$ cat config.mk
export PLATFORM = sky130hd
export DESIGN_NAME = game_beat_seq
export DESIGN_NICKNAME = d
export VERILOG_FILES = /design/src/rtl/game_pkg.sv /design/src/rtl/bcd_cnt2.sv /design/src/rtl/game_beat_seq.sv
export SDC_FILE = /design/constraint.sdc
export NUM_CORES = 1
export LEC_CHECK = 0
export BUFFER_PORTS_ARGS = -buffer_cell sky130_fd_sc_hd__buf_2
export CAP_MARGIN = 10
export CORE_ASPECT_RATIO = 0.8
export CORE_MARGIN = 2
export CORE_UTILIZATION = 35
export CTS_BUF_LIST = sky130_fd_sc_hd__clkbuf_8 sky130_fd_sc_hd__clkbuf_16
export CTS_CLUSTER_DIAMETER = 150
export DETAILED_ROUTE_END_ITERATION = 16
export PLACE_DENSITY = 0.47
export SETUP_SLACK_MARGIN = 0.05
export SLEW_MARGIN = 20
export SYNTH_ARGS = -nofsm -noshare
export SYNTH_HDL_FRONTEND = slang
export SYNTH_SLANG_ARGS = --single-unit
$ cat constraint.sdc
create_clock -name clk -period 3.15 [get_ports clk]
set_clock_uncertainty 0.05 [all_clocks]
set_input_delay 0.315 -clock clk [delete_from_list [all_inputs] [get_ports clk]]
set_output_delay 0.315 -clock clk [all_outputs]
set_load 0.02 [all_outputs]
$ cat src/rtl/game_pkg.sv
// Shared types and defaults for the game audio path: beat sequencer state,
// BCD digit width and the default tempo/gap so tone generator and display agree.
package game_pkg;

  typedef enum logic [1:0] {
    IDLE  = 2'd0,
    PLAY  = 2'd1,
    PAUSE = 2'd2,
    DONE  = 2'd3
  } state_t;

  localparam int BCD_W             = 4;
  localparam int TEMPO_DIV_DEFAULT = 25_000_000;
  localparam int CNT_W_DEFAULT     = 25;
  localparam int GAP_CYC_DEFAULT   = 2_500_000;

  function automatic logic [BCD_W-1:0] bcd_digit_inc(input logic [BCD_W-1:0] d);
    return (d == BCD_W'(9)) ? '0 : d + BCD_W'(1);
  endfunction

endpackage

$ cat src/rtl/bcd_cnt2.sv
// Two-digit BCD counter (tens:ones) with clear, increment and a compare
// against a fixed last value; wraps 99 -> 00.
module bcd_cnt2
  import game_pkg::*;
#(
  parameter int LAST_TENS = 3,
  parameter int LAST_ONES = 1
) (
  input  logic             clk,
  input  logic             rst,
  input  logic             clr,
  input  logic             inc,
  output logic [BCD_W-1:0] num0,
  output logic [BCD_W-1:0] num1,
  output logic             at_last
);

  logic [BCD_W-1:0] r_ones;
  logic [BCD_W-1:0] r_tens;

  always_ff @(posedge clk) begin
    if (rst || clr) begin
      r_ones <= '0;
      r_tens <= '0;
    end else if (inc) begin
      r_ones <= bcd_digit_inc(r_ones);
      if (r_ones == BCD_W'(9)) begin
        r_tens <= bcd_digit_inc(r_tens);
      end
    end
  end

  assign num0    = r_ones;
  assign num1    = r_tens;
  assign at_last = (r_tens == BCD_W'(LAST_TENS)) && (r_ones == BCD_W'(LAST_ONES));

endmodule

$ cat src/rtl/game_beat_seq.sv
// Beat sequencer: play/pause/stop FSM plus tempo counter driving a two-digit
// BCD beat index, an articulation mute and per-beat / end-of-song strobes.
module game_beat_seq
  import game_pkg::*;
#(
  parameter int TEMPO_DIV = TEMPO_DIV_DEFAULT,
  parameter int CNT_W     = CNT_W_DEFAULT,
  parameter int GAP_CYC   = GAP_CYC_DEFAULT,
  parameter int LAST_TENS = 3,
  parameter int LAST_ONES = 1,
  parameter int LOOP      = 0
) (
  input  logic             clk,
  input  logic             rst,
  input  logic             play,
  input  logic             stop,
  output logic [BCD_W-1:0] num0,
  output logic [BCD_W-1:0] num1,
  output logic             mute,
  output logic             playing,
  output logic             beat_tick,
  output logic             song_done
);

  localparam logic [CNT_W-1:0] LP_CNT_LAST  = CNT_W'(TEMPO_DIV - 1);
  localparam logic [CNT_W-1:0] LP_GAP_START = CNT_W'(TEMPO_DIV - GAP_CYC);

  state_t           r_state;
  state_t           w_next_state;
  logic [CNT_W-1:0] r_cnt;
  logic [CNT_W-1:0] w_next_cnt;
  logic             r_beat_tick;
  logic             r_song_done;
  logic             w_tick;
  logic             w_done;
  logic             w_clr;
  logic             w_inc;
  logic             w_at_last;
  logic             w_beat_end;

  bcd_cnt2 #(
    .LAST_TENS (LAST_TENS),
    .LAST_ONES (LAST_ONES)
  ) u_idx (
    .clk     (clk),
    .rst     (rst),
    .clr     (w_clr),
    .inc     (w_inc),
    .num0    (num0),
    .num1    (num1),
    .at_last (w_at_last)
  );

  assign w_beat_end = (r_cnt == LP_CNT_LAST);

  always_ff @(posedge clk) begin
    if (rst) begin
      r_state     <= IDLE;
      r_cnt       <= '0;
      r_beat_tick <= 1'b0;
      r_song_done <= 1'b0;
    end else begin
      r_state     <= w_next_state;
      r_cnt       <= w_next_cnt;
      r_beat_tick <= w_tick;
      r_song_done <= w_done;
    end
  end

  // stop beats every other input; a play pulse in PLAY freezes the count
  // exactly where it is so resume continues the same beat.
  always_comb begin
    w_next_state = r_state;
    w_next_cnt   = r_cnt;
    w_clr        = 1'b0;
    w_inc        = 1'b0;
    w_tick       = 1'b0;
    w_done       = 1'b0;
    if (stop) begin
      w_next_state = IDLE;
      w_next_cnt   = '0;
      w_clr        = 1'b1;
    end else begin
      case (r_state)
        IDLE: begin
          w_next_cnt = '0;
          w_clr      = 1'b1;
          if (play) begin
            w_next_state = PLAY;
          end
        end
        PLAY: begin
          if (play) begin
            w_next_state = PAUSE;
          end else if (w_beat_end) begin
            w_next_cnt = '0;
            if (w_at_last) begin
              w_done = 1'b1;
              if (LOOP != 0) begin
                w_clr  = 1'b1;
                w_tick = 1'b1;
              end else begin
                w_next_state = DONE;
              end
            end else begin
              w_inc  = 1'b1;
              w_tick = 1'b1;
            end
          end else begin
            w_next_cnt = r_cnt + CNT_W'(1);
          end
        end
        PAUSE: begin
          if (play) begin
            w_next_state = PLAY;
          end
        end
        DONE: begin
          if (play) begin
            w_next_state = PLAY;
            w_next_cnt   = '0;
            w_clr        = 1'b1;
          end
        end
        default: begin
          w_next_state = IDLE;
          w_next_cnt   = '0;
          w_clr        = 1'b1;
        end
      endcase
    end
  end

  assign playing   = (r_state == PLAY);
  assign mute      = (r_state != PLAY) || (r_cnt >= LP_GAP_START);
  assign beat_tick = r_beat_tick;
  assign song_done = r_song_done;

endmodule

==> flow_metrics.tcl <==
set metrics [dict create \
    hpwlAfterDp_mm 3.244 \
    timing_worst_slew_pin_value_ns 0.5667 \
    drv_cap 0 \
    post-route-period-util 0.8021 \
    synthArstFlopShare 0 \
    wl_met1_mm 2.736 \
    area_delta_synth_final_pct 9.630 \
    slew_violations 0 \
    fin_nets 258 \
    relSlewSlack 0.6124 \
    drtAntennaViolNets 0 \
    core.rowCount 24 \
    grt_overflow_total 0 \
    cp.arrival_ns 2.16 \
    syn_area_per_cell_um2 8.699 \
    grt_max_degree 26 \
    routedWlPerCell_um 13.82 \
    num_antenna_cells 0 \
    synth_area_leaders "dfxtp_1 37%, xnor2_1 7.3%, nor2_1 7.2%" \
    start_util 0.3668 \
    syn_inst 233 \
    grt_antenna_before_repair 0 \
    core_um2 5525 \
    synth_top_area_frac 0.3654 \
    wl_met2_mm 1.595 \
    hold_violations 0 \
    path_class "reg2out" \
    vias_per_cell 4.945 \
    syn_area_um2 2027 \
    ff2ff_path_depth 7 \
    dr.pass1.iters 4 \
    crit_path_end "mute" \
    fin_setup_tns_ns 0 \
    dieHeight_um 72.07 \
    yosysTopAreaCell "dfxtp_1" \
    finalSetupViolCount 0 \
    synth_flop_cell "dfxtp_1" \
    outcome "finished, final reports clean" \
    place_area_um2 2142 \
    wl_mm 4.520 \
    cts_setup_buffers 0 \
    yosysMostFrequentCell "nor2_1" \
    p_leak_nw 0.7452 \
    peakVddDrop_uv 139.4 \
    clkSinkCount 37 \
    vias 1617 \
    synthesis.nets 243 \
    timing.rr.end "r_cnt[24]" \
    clock_path_buffers 2 \
    min_path_type "in2reg" \
    clk_pin_slew_ns 0.08 \
    synth_edf_count 0 \
    die_w_um 89.08 \
    topRoutingLayerUsed "met4" \
    rsz0062_at_grt "false" \
    switching_share 0.2324 \
    place_congestion 0.7751 \
    cp-end-kind "output port" \
    wl_met3_um 142 \
    reg2reg_setup_slack_ns 0.83 \
    cts-root-buf "clkbuf_8" \
    pwr-share-comb 0.037 \
    drive_gt1_frac 0.1245 \
    max_freq_mhz 395.8 \
    grt_pass1_wl_mm 7.569 \
    ys_top_cells_by_count "39 x nor2_1, 37 x dfxtp_1, 17 x nand2_1, 17 x xnor2_1, 10 x inv_1" \
    pwr-share-clk 0.387 \
    rr_startpoint "r_state[1]" \
    intPower_mw 0.6262 \
    ys_seq_elements 37 \
    pwr_density_cell_nw_per_um2 367.1 \
    h-tree-depth 2 \
    seq_area_frac_synth 0.3654 \
    cp_data_required_time_ns 2.78 \
    p_switching_mw 0.1896 \
    drtIter0Drc 85 \
    ctsResizeCount 0 \
    fillers 627 \
    port_buffers 15 \
    grt_usage 0.1531 \
    yosysWarningCount 0 \
    grt_pass1_vias 1447 \
    dieArea_um2 6420 \
    stdcell_area_um2 2222 \
    critPathMaxFanout 8 \
    crit_path_start "r_cnt[7]" \
    drc 0 \
    period_needed_ns 2.527 \
    critPathMaxStageDelay_ns 0.55 \
    power_frac_seq 0.576 \
    hold_buffers 0 \
    cts_buffers 5 \
    ys_types 48 \
    cp_slowest_cell "a2111oi_0" \
    clk_latency_ns 0.29 \
    setup.worst_path.start_class "register" \
    io_pins 16 \
    crit_chain "o21a_1, o21ai_0, a2111oi_0, o2111ai_1, a22oi_1, buf_2" \
    cts_tree "yes" \
]
[worst max-delay path, delay by kind of cell (launching register included)]
kind                   cells  cell delay (ns)
buffers and inverters      1             0.19
flip-flops                 1             0.46
AO/OA/AOI/OAI              5             1.22
[final cells by class]
cell class	count	area, µm²	area share
multi-input combinational	178	1184	0.5327
clock buffer	5	68.82	0.03097
timing repair buffer	16	82.58	0.03716
clock inverter	3	11.26	0.005068
sequential	37	740.7	0.3333
inverter	10	37.54	0.01689
tap	78	97.59	0.04392
[power groups by stage]
stage	clock, mW	sequential, mW	combinational [mW]
6_report	0.316	0.470	0.0301
4_1_cts	0.325	0.470	0.0302
3_3_place_gp	0	0.481	0.0300
5_1_grt	0.349	0.470	0.0338
2_1_floorplan	0	0.481	0.0228
3_5_place_dp	0	0.481	0.0301
[metrics by stage]
stage / utilization / worst slack [ns] / total power [mW] / instances / hold WS (ns)
after floorplan: - / 1.013 / 0.5035 / 233 / 0.3371
after global placement: 0.3877 / 0.8433 / 0.5109 / 319 / 0.4561
after detailed placement: 0.3877 / 0.8403 / 0.5111 / 319 / 0.4636
after CTS: 0.4022 / 0.6763 / 0.8249 / 327 / 0.2112
after global routing: 0.4022 / 0.5916 / 0.8531 / 327 / 0.2212
final: 0.4022 / 0.6234 / 0.8158 / 327 / 0.2139
[routing by layer]
layer / up-vias / track usage
met5: - / 0
met4: 0 / 0.03980
met3: 5 / 0.03754
met2: 18 / 0.1794
met1: 744 / 0.2628
li1: 850 / -
[cells by family after synthesis]
kind of cell             synth area share
XOR/XNOR                           0.1037
AO/OA/AOI/OAI                     0.09259
AND/OR/NAND/NOR                    0.3235
flip-flops                         0.3654
adder cells (fa/ha/maj)           0.03704
buffers and inverters             0.05061
multiplexers                      0.02716
[how the worst min path moves through the flow]
stage	start	endpoint	slack [ns]	cells after the start
after floorplan	stop	r_state[1]	0.34	1
after global placement	u_idx.num1[0]	u_idx.num1[0]	0.46	2
after detailed placement	r_cnt[1]	r_cnt[1]	0.46	2
after CTS	rst	song_done	0.21	2
after global routing	rst	r_state[1]	0.22	2
final	rst	song_done	0.21	2
[layout by cell type, fill, tap and decap left out, types with 7 or more instances in the layout]
master   count
dfxtp_1     37
nand4_1      7
nand2_1     17
nor2_1      39
nor4_1       7
a21oi_1      8
xnor2_1     17
buf_2       15
inv_1       13
xor2_1       7
[state kept, by name (all words and copies together), names as in the netlist]
name	flops
r_cnt	25
u_idx.num0	4
u_idx.num1	4
r_state	2
beat_tick	1
song_done	1
Power figures use the tool's default switching activity.
